[config.mk]
export PLATFORM = sky130hd
export DESIGN_NAME = irq_pending_ctrl
export DESIGN_NICKNAME = d
export VERILOG_FILES = /design/src/rtl/irq_pending_ctrl.sv
export SDC_FILE = /design/constraint.sdc
export NUM_CORES = 1
export LEC_CHECK = 0
export BUFFER_PORTS_ARGS = -buffer_cell sky130_fd_sc_hd__buf_2
export CORE_UTILIZATION = 53
export DETAILED_ROUTE_END_ITERATION = 10
export GPL_ROUTABILITY_DRIVEN = 0
export PLACE_DENSITY = 0.84
export SLEW_MARGIN = 20
export SYNTH_ARGS = -nofsm -noshare
export SYNTH_HDL_FRONTEND = slang
export SYNTH_SLANG_ARGS = --single-unit
[constraint.sdc]
create_clock -name clk -period 3.5 [get_ports clk]
set_input_delay 0.525 -clock clk [delete_from_list [all_inputs] [get_ports clk]]
set_output_delay 0.525 -clock clk [all_outputs]
set_load 0.01 [all_outputs]
[src/rtl/irq_pending_ctrl.sv]
// Interrupt request front end: edge-detects eight request lines into sticky pending bits,
// exposes the masked vector to an external 8:3 priority encoder and hands the winner out.
module irq_pending_ctrl (
  input  logic       clk,
  input  logic       rst,
  input  logic [7:0] req_in,
  input  logic [7:0] mask,
  output logic [7:0] pend_out,
  input  logic [2:0] enc_code,
  input  logic       enc_v,
  output logic       irq_valid,
  output logic [2:0] irq_code,
  input  logic       irq_ack,
  output logic [7:0] drop_cnt
);

  typedef enum logic {StIdle, StHold} state_e;

  state_e     state_q, state_d;
  logic [7:0] req_q, req_d;
  logic [7:0] pend_q, pend_d;
  logic [7:0] drop_q, drop_d;
  logic       valid_q, valid_d;
  logic [2:0] code_q, code_d;

  logic [7:0] rise;
  logic [7:0] clr_vec;
  logic       ack_fire;
  logic       drop_hit;

  always_comb begin
    rise     = req_in & ~req_q;
    req_d    = req_in;
    ack_fire = (state_q == StHold) && irq_ack;

    clr_vec = 8'h00;
    if (ack_fire) begin
      clr_vec[code_q] = 1'b1;
    end
    // A rise on the bit being acknowledged re-arms it: set wins over clear.
    pend_d = (pend_q & ~clr_vec) | rise;

    // Compared against pend_q, so a bit freed by this cycle's ack still counts as occupied.
    drop_hit = |(rise & pend_q);
    drop_d   = drop_q;
    if (drop_hit && (drop_q != 8'hFF)) begin
      drop_d = drop_q + 8'd1;
    end
  end

  always_comb begin
    state_d = state_q;
    valid_d = valid_q;
    code_d  = code_q;
    unique case (state_q)
      StIdle: begin
        if (enc_v) begin
          code_d  = enc_code;
          valid_d = 1'b1;
          state_d = StHold;
        end
      end
      StHold: begin
        if (irq_ack) begin
          valid_d = 1'b0;
          state_d = StIdle;
        end
      end
      default: begin
        valid_d = 1'b0;
        state_d = StIdle;
      end
    endcase
  end

  always_ff @(posedge clk) begin
    if (rst) begin
      state_q <= StIdle;
      req_q   <= 8'hFF;
      pend_q  <= 8'h00;
      drop_q  <= 8'h00;
      valid_q <= 1'b0;
      code_q  <= 3'd0;
    end else begin
      state_q <= state_d;
      req_q   <= req_d;
      pend_q  <= pend_d;
      drop_q  <= drop_d;
      valid_q <= valid_d;
      code_q  <= code_d;
    end
  end

  assign pend_out  = pend_q & mask;
  assign irq_valid = valid_q;
  assign irq_code  = code_q;
  assign drop_cnt  = drop_q;

endmodule

==> results of run 1 <==
-- worst paths after layout --
path	start	endpoint	slack [ns]	depth (start not counted)
min	req_in[7]	req_q[7]$_SDFF_PP1_	0.42	2
max	drop_cnt[0]$_SDFFE_PP0P_	drop_cnt[5]$_SDFFE_PP0P_	1.88	6
max reg2reg	drop_cnt[0]$_SDFFE_PP0P_	drop_cnt[5]$_SDFFE_PP0P_	1.88	6
min reg2reg	irq_valid$_SDFFE_PP0P_	irq_valid$_SDFFE_PP0P_	0.49	2
-- cell families (layout without fill, tap and decap cells) --
| group | after synthesis | in the layout |
|---|---|---|
| simple gates | 65 | 65 |
| compound gates | 30 | 30 |
| flops | 29 | 29 |
| buf+inv | 7 | 53 |
| mux | 4 | 4 |
| xor+xnor | 3 | 3 |
| fa+ha+maj | 1 | 1 |
-- worst max-delay path, cell delays in order, from the launching register on --
cell     delay, ns
dfxtp_1       0.35
ha_1          0.25
and3_1        0.23
a21oi_2       0.15
o21ai_2       0.09
or3_1         0.31
a21oi_1       0.15
-- cells in the final DEF, fill, tap and decap left out, drive strengths merged, types with 3 or more instances in the layout --
cell / instances
and2: 8
or2: 10
clkbuf: 8
nand3: 4
nand2b: 11
o21ai: 10
nor2b: 3
dfxtp: 29
nor2: 10
a21oi: 14
nand2: 6
inv: 3
nand3b: 6
mux2i: 4
buf: 42
-- layer usage --
| metal | vias up | GRT usage (%) |
|---|---|---|
| li1 | 566 | - |
| met1 | 530 | 24.2 |
| met2 | 34 | 39.2 |
| met3 | 5 | 8.04 |
| met4 | 0 | 11.3 |
| met5 | - | 0 |
-- registers in the layout, summed over array words and instances, names as in the netlist --
name       count
drop_cnt       8
irq_code       3
irq_valid      1
pend_q         8
req_q          8
state_q        1
-- where the power goes --
| group | switching (mW) | leakage, nW | internal (mW) |
|---|---|---|---|
| clock | 0.106 | 0.0265 | 0.0799 |
| combinational | 0.0352 | 0.430 | 0.0341 |
| sequential | 0.0113 | 0.238 | 0.345 |
| total | 0.153 | 0.695 | 0.459 |
-- cell type report --
type,count,area share (%)
Multi-Input combinational cell,103,43.8
Clock buffer,8,3.10
Inverter,3,0.714
Tap cell,28,2.22
Timing Repair Buffer,42,13.3
Sequential cell,29,36.8
==> metrics, run 1 <==
outcome=complete, no violations; slew margin rel.=67.0%; DRT met1 WL=1150 um; LEAKAGE=0.695 nW; Final Total Pwr=612 uW; post-synthesis compound-gate area fraction=16.6%; dpl hpwl=2030 um; Starting Density=a little under three fifths; Clock Sinks=29; Port Buffer Count=42; met2 wire len=1370 um; WHS=0.419 ns; Die Ht=51.5 um; Slew Limit Fails=0; library cells used by synthesis=32; xor and xnor area share after synthesis=2.03%; Clock Tree Buf Depth=2; sequential-to-total area share from yosys stat=between 40% and 50%; top routing layer in use=met4; Hold Buf Count CTS=0; commonest cells in the netlist=29 x dfxtp_1, 13 x a21oi_1, 10 x nor2_1, 10 x or2_1, 9 x nand2b_1; die width=51.5 um; Final Hold Fails=0; EDFF count, synth=0; final setup fails=0; Worst Path Required=3.74 ns; final non-filler cell total=213; Synth Area in Simple Gates=30.6%; first-pass GRT wire length=4310 um; Placed Area=0.00153 mm2; WL/cell=12.8 um; synthesized area per cell=9.33 um2; Diodes inserted=0; share of the synthesized area in the top cell type=44.7%; ys async rst share=0%; RSZ-0062 raised after global routing=no; number of remaining DRC errors=0; io pins=43; FF+latch area=581 um2; Post-Syn Instances=139; final setup skew=0.0116 ns; root buf cell=clkbuf_4; antenna-violating nets left=0; Final min period=1.62 ns; fin util=69.9%; Syn Std Cell Area=approximately 0.0013 mm2; YS warnings=0; total core area=0.00225 mm2; synthesized flop and latch total=29; TritonCTS clock tree=yes; drt via density=approximately 5.3; vias in the first global route=between 1000 and 1500; post-cts resize count=0; Worst Path Max Fanout=4; fmax=a little over 0.6 GHz; Crit Path Category=flop to flop; endpoint type of the worst setup path=flop; syn nets=~160; count leader, synth=dfxtp_1; largest family of logic cells by synthesized area=simple AND/OR/NAND/NOR gates; routed vias=between 1000 and 1500; CTS buffer count=5; Final #Nets=approximately 210; Layout area overhead=21.5%; Global Route Usage Sum=around 23%; worst-skew pair later-pin latency=approximately 0.32 ns; final WL=~2700 um; met3 WL=roughly 160 um; Filler cells=196; mux cell area share after synthesis=3.09%; worst slack, placed=1.84 ns; Adder-Cell Fraction of Synth Area=0.964%; Peak supply drop=0.296 mV; Synth Flop Type=dfxtp_1; Reg clk slew, reported paths=0.09 ns; Worst Path Arrival=1.87 ns; Iteration-0 DRC Markers=18; type of the worst min-delay path=input port to flop; # rows=17; cell count after placement=205; number of detailed-route iterations in the first pass=4; Synth area leaders=dfxtp_1 45%, a21oi_1 5.0%, or2_1 4.8%; die footprint=0.00265 mm2; Max Cap Violations=0; Yosys top cell by area=dfxtp_1; gr ovfl total=0; CP Launch Type=flop; Cell Pwr Density=388 mW/mm2; multi-input logic area=691 um2; pin count of the biggest net entering global routing=32; Final Cell Area=0.00158 mm2; worst slew pin tran=0.495 ns; fin crit share=46.4%; H-Tree Level Count=2; antenna violations before repair=0; share of cells above drive strength 1=29.7%; Post-CTS Setup Bufs=0; TNS Setup=0 ns; Setup WS post-layout=roughly 1.9 ns
Power figures use the tool's default switching activity.
==> run 2, diff against run 1 <==
--- a/config.mk
+++ b/config.mk
@@ -6,10 +6,10 @@
 export NUM_CORES = 1
 export LEC_CHECK = 0
 export BUFFER_PORTS_ARGS = -buffer_cell sky130_fd_sc_hd__buf_2
-export CORE_UTILIZATION = 53
+export CORE_UTILIZATION = 44
 export DETAILED_ROUTE_END_ITERATION = 10
 export GPL_ROUTABILITY_DRIVEN = 0
-export PLACE_DENSITY = 0.84
+export PLACE_DENSITY = 0.75
 export SLEW_MARGIN = 20
 export SYNTH_ARGS = -nofsm -noshare
 export SYNTH_HDL_FRONTEND = slang
==> constraint.sdc (replaced) <==
create_clock -name clk -period 1.4 [get_ports clk]
set_input_delay 0.21 -clock clk [delete_from_list [all_inputs] [get_ports clk]]
set_output_delay 0.21 -clock clk [all_outputs]
set_load 0.01 [all_outputs]
==> run 2 against run 1 <==
Net effect: cell count grew 5.6%; first-iteration DRC count grew 56%; largest cell class unchanged; combinational power grew to 2.7 times the previous value; core utilization shrank 9.5 points; sequential cell count is the same; the flow now finishes with violations (setup timing); register-to-register slack lost 1.9 ns.
==> metrics, run 2 (same netlist as run 1, synthesis figures left out) <==
gr ovfl total=0; H-Tree Level Count=2; Die Ht=about 56 um; worst slack, placed=-0.0168 ns; Final Total Pwr=1.57 mW; CTS buffer count=5; total core area=roughly 0.0028 mm2; Final min period=1.41 ns; Final #Nets=217; Iteration-0 DRC Markers=28; Final Hold Fails=0; final setup skew=0.00982 ns; Peak supply drop=0.793 mV; Psw=422 uW; Diodes inserted=0; Global Route Usage Sum=20.5%; RSZ-0062 raised after global routing=yes; antenna-violating nets left=0; pin count of the biggest net entering global routing=22; Logic pwr share=12.1%; Final Cell Area=0.00168 mm2; Layout area overhead=29.6%; first-pass GRT wire length=approximately 5000 um; Port Buffer Count=42; sw frac=26.8%; root buf cell=clkbuf_4; routed vias=1175; P_int=~1.2 mW; share of cells above drive strength 1=38.1%; met3 GRT Util=about 7.4%; number of detailed-route iterations in the first pass=4; final setup fails=1; io pins=43; fmax=0.711 GHz; worst slew pin tran=a little under 0.5 ns; drt via density=5.22; clock network fraction of total power=31.2%; Setup WS post-layout=-0.00735 ns; CP Launch Type=flop; TNS Setup=-0.00735 ns; WL/cell=12.9 um; # rows=19; violated checks=setup timing; crit-path leading delay family=simple AND/OR/NAND/NOR gates; GR Layer Usage met2=about a third; worst-skew pair later-pin latency=0.33 ns; Placed Area=0.00160 mm2; number of remaining DRC errors=0; Worst Path Arrival=1.68 ns; slew margin rel.=67.2%; met1 usage=a little over a fifth; commonest non-fill, non-tap cell in the layout=buf_2; Slew Limit Fails=0; vias in the first global route=1186; CP Cell Sequence=ha_4 -> and3_4 -> a21oi_2 -> o21ai_2 -> or3_1 -> a21oi_2; final WL=a little under 3000 um; busiest layer in global routing=met2; TritonCTS clock tree=yes; leading cell types in the layout, fill and taps excluded=42 x buf_2, 26 x dfxtp_1, 12 x a21oi_1; type of the worst min-delay path=input port to flop; Starting Density=46.6%; Max Cap Violations=0; Worst Path Required=roughly 1.7 ns; CP Buf/Inv Count=0; fin util=between 60% and 70%; Flop pwr share=56.7%; Reg clk slew, reported paths=0.10 ns; Clock Tree Buf Depth=2; Critical Path Max Stage Delay=0.35 ns; die footprint=0.00317 mm2; antenna violations before repair=0; endpoint type of the worst setup path=flop; die width=56.3 um; outcome=finished, violations left; dpl hpwl=about 2200 um; fin crit share=101%; Worst Path Max Fanout=3; crit-path most repeated cell=a21oi_2; Filler cells=269; LEAKAGE=0.740 nW; CP max stage cell=dfxtp_2; Crit Path Category=flop to flop; Cell Pwr Density=between 900 and 1000 mW/mm2; Clock Sinks=29
run 2: worst paths after layout:
check | start | end | slack (ns) | depth (start not counted)
worst max-delay path | drop_cnt[1]$_SDFFE_PP0P_ | drop_cnt[5]$_SDFFE_PP0P_ | -0.007 | 6
worst min-delay path | req_in[7] | req_q[7]$_SDFF_PP1_ | 0.08 | 2
worst max register to register | drop_cnt[1]$_SDFFE_PP0P_ | drop_cnt[5]$_SDFFE_PP0P_ | -0.007 | 6
worst min register to register | irq_valid$_SDFFE_PP0P_ | irq_valid$_SDFFE_PP0P_ | 0.49 | 2
run 2: final cells by class:
class	instances	area [um2]	area share, %
Inverter	3	11.3	0.670
Tap cell	31	38.8	2.31
Sequential cell	29	584	34.7
Timing Repair Buffer	51	278	16.5
Multi-Input combinational cell	103	714	42.5
Clock inverter	3	17.5	1.04
Clock buffer	5	37.5	2.23
run 2: per-stage QoR:
stage	hold slack, ns	std cells
3_5_place_dp	0.429	214
6_report	0.0848	225
3_3_place_gp	0.421	214
2_1_floorplan	0.310	139
5_1_grt	0.0722	225
4_1_cts	0.0726	225
run 2: power groups by stage:
stage / clock, mW / sequential, mW / combinational, mW
final: 0.491 / 0.891 / 0.190
after global routing: 0.544 / 0.897 / 0.211
after CTS: 0.512 / 0.892 / 0.193
after detailed placement: 0 / 0.910 / 0.186
after global placement: 0 / 0.908 / 0.178
after floorplan: 0 / 0.911 / 0.101
run 2: timing repair:
action | CTS | global route
hold buffers | 0 | 0
gates resized for setup | 1 | 2
setup endpoints to repair | 2 | 7
buffers inserted | 3 | 0
hold endpoints to repair | 0 | 0
pin swaps | 2 | 4
run 2: routing by layer:
| layer | wire, um | vias to the layer above |
|---|---|---|
| met5 | 0 | - |
| met4 | 93 | 0 |
| met3 | 163 | 10 |
| met2 | 1480 | 38 |
| met1 | 1170 | 542 |
| li1 | - | 585 |
==> run 3, diff against run 2 <==
--- a/config.mk
+++ b/config.mk
@@ -6,6 +6,7 @@
 export NUM_CORES = 1
 export LEC_CHECK = 0
 export BUFFER_PORTS_ARGS = -buffer_cell sky130_fd_sc_hd__buf_2
+export CORE_ASPECT_RATIO = 1.1
 export CORE_UTILIZATION = 44
 export DETAILED_ROUTE_END_ITERATION = 10
 export GPL_ROUTABILITY_DRIVEN = 0
==> run 3 against run 2 <==
Net effect: the run now ends clean; core utilization increased by 0.13 points; global-route usage rose by 0.69 points; maximum frequency increased by 1.0%; highest routed layer unchanged; clock-buffer cell count grew 3.
==> metrics, run 3 (same netlist as run 1, synthesis figures left out) <==
Setup WS post-layout=0.00672 ns; final setup fails=0; Layout area overhead=29.7%; Die Ht=between 50 and 60 um; Worst Path Max Fanout=4; Final Total Pwr=1.54 mW; die footprint=0.00317 mm2; worst-skew pair later-pin latency=0.33 ns; commonest non-fill, non-tap cell in the layout=buf_2; antenna violations before repair=0; Crit Path Category=flop to flop; Starting Density=46.7%; Final min period=1.39 ns; CP Launch Type=flop; die width=53.8 um; CP Cell Sequence=ha_4 -> and3_4 -> nand2_2 -> o21ai_4 -> or4_1 -> nand2_1; Slew Limit Fails=0; Cell Pwr Density=914 mW/mm2; Iteration-0 DRC Markers=32; drt via density=5.11; CP max stage cell=or4_1; outcome=complete, no violations; Port Buffer Count=42; pin count of the biggest net entering global routing=21; Critical Path Max Stage Delay=0.40 ns; endpoint type of the worst setup path=flop; type of the worst min-delay path=input port to flop; Diodes inserted=0; LEAKAGE=0.745 nW; Clock Sinks=29; Hold Buf Count CTS=0; fmax=just over 0.7 GHz; worst slack, placed=-0.0190 ns; Global Route Usage Sum=21.1%; root buf cell=clkbuf_4; fin util=60.6%; crit-path leading delay family=simple AND/OR/NAND/NOR gates; RSZ-0062 raised after global routing=yes; worst slew pin tran=0.469 ns; # rows=20; Peak supply drop=0.603 mV; Worst Path Required=1.67 ns; final setup skew=approximately 0.0037 ns; antenna-violating nets left=0; fin crit share=99.5%; CP Buf/Inv Count=0; total core area=0.00278 mm2; number of detailed-route iterations in the first pass=4; number of remaining DRC errors=0; dpl hpwl=around 2100 um; io pins=between 40 and 50; vias in the first global route=1146; first-pass GRT wire length=4610 um; Reg clk slew, reported paths=around 0.080 ns; routed vias=1154; gr ovfl total=0; slew margin rel.=68.6%; Clock Tree Buf Depth=2; Max Cap Violations=0; CTS buffer count=5; Final Hold Fails=0; Final #Nets=216; final WL=2750 um; share of cells above drive strength 1=35.8%; H-Tree Level Count=2; Worst Path Arrival=1.67 ns; TritonCTS clock tree=yes; WL/cell=around 12 um; leading cell types in the layout, fill and taps excluded=42 x buf_2, 27 x dfxtp_1, 13 x a21oi_1
[run 3: path summary, 6_finish.rpt]
check | from | depth (start not counted) | to | slack [ns]
worst min register to register | pend_q[3]$_SDFF_PP0_ | 2 | pend_q[3]$_SDFF_PP0_ | 0.50
worst min-delay path | req_in[4] | 2 | req_q[4]$_SDFF_PP1_ | 0.09
worst max register to register | drop_cnt[1]$_SDFFE_PP0P_ | 6 | drop_cnt[4]$_SDFFE_PP0P_ | 0.007
worst max-delay path | drop_cnt[1]$_SDFFE_PP0P_ | 6 | drop_cnt[4]$_SDFFE_PP0P_ | 0.007
[run 3: final cells by class]
type	instances	area, um2
multi-input cells	103	726
well taps	33	41.3
flip-flops and latches	29	586
inverters	3	11.3
repair buffers	50	270
clock buffers	8	48.8
fillers	252	1090
[run 3: through the flow]
step                      hold WS (ns)  setup TNS, ns  instance area [um2]  instances
after floorplan                  0.310              0                 1320        139
after global placement           0.423              0                 1600        216
after detailed placement         0.431        -0.0191                 1600        216
after CTS                       0.0799              0                 1680        226
after global routing            0.0791         -0.336                 1680        226
final                           0.0928              0                 1680        226
[run 3: metal layers]
metal | GRT usage, % | wire, um | up-vias
li1 | - | - | 585
met1 | 20.7 | 1080 | 525
met2 | 36.0 | 1400 | 33
met3 | 9.04 | 176 | 11
met4 | 12.4 | 91 | 0
met5 | 0 | 0 | -
[run 3: power by group]
part	switching [mW]	leakage, nW	internal (mW)
Clock	0.270	0.0265	0.200
Combinational	0.0881	0.479	0.0903
Sequential	0.0289	0.240	0.862
[run 3: worst reg2reg max path, stage by stage, from the launching register on]
cell and delay, ns:
dfxtp_4 0.36, ha_4 0.15, and3_4 0.19, nand2_2 0.09, o21ai_4 0.08, or4_1 0.40
nand2_1 0.07
[run 3: what timing repair did]
item / 4_1_cts / 5_1_grt
buffers inserted: 2 / 0
pin swaps: 2 / 0
endpoints found under the setup margin: 2 / 5
resized for setup: 3 / 1
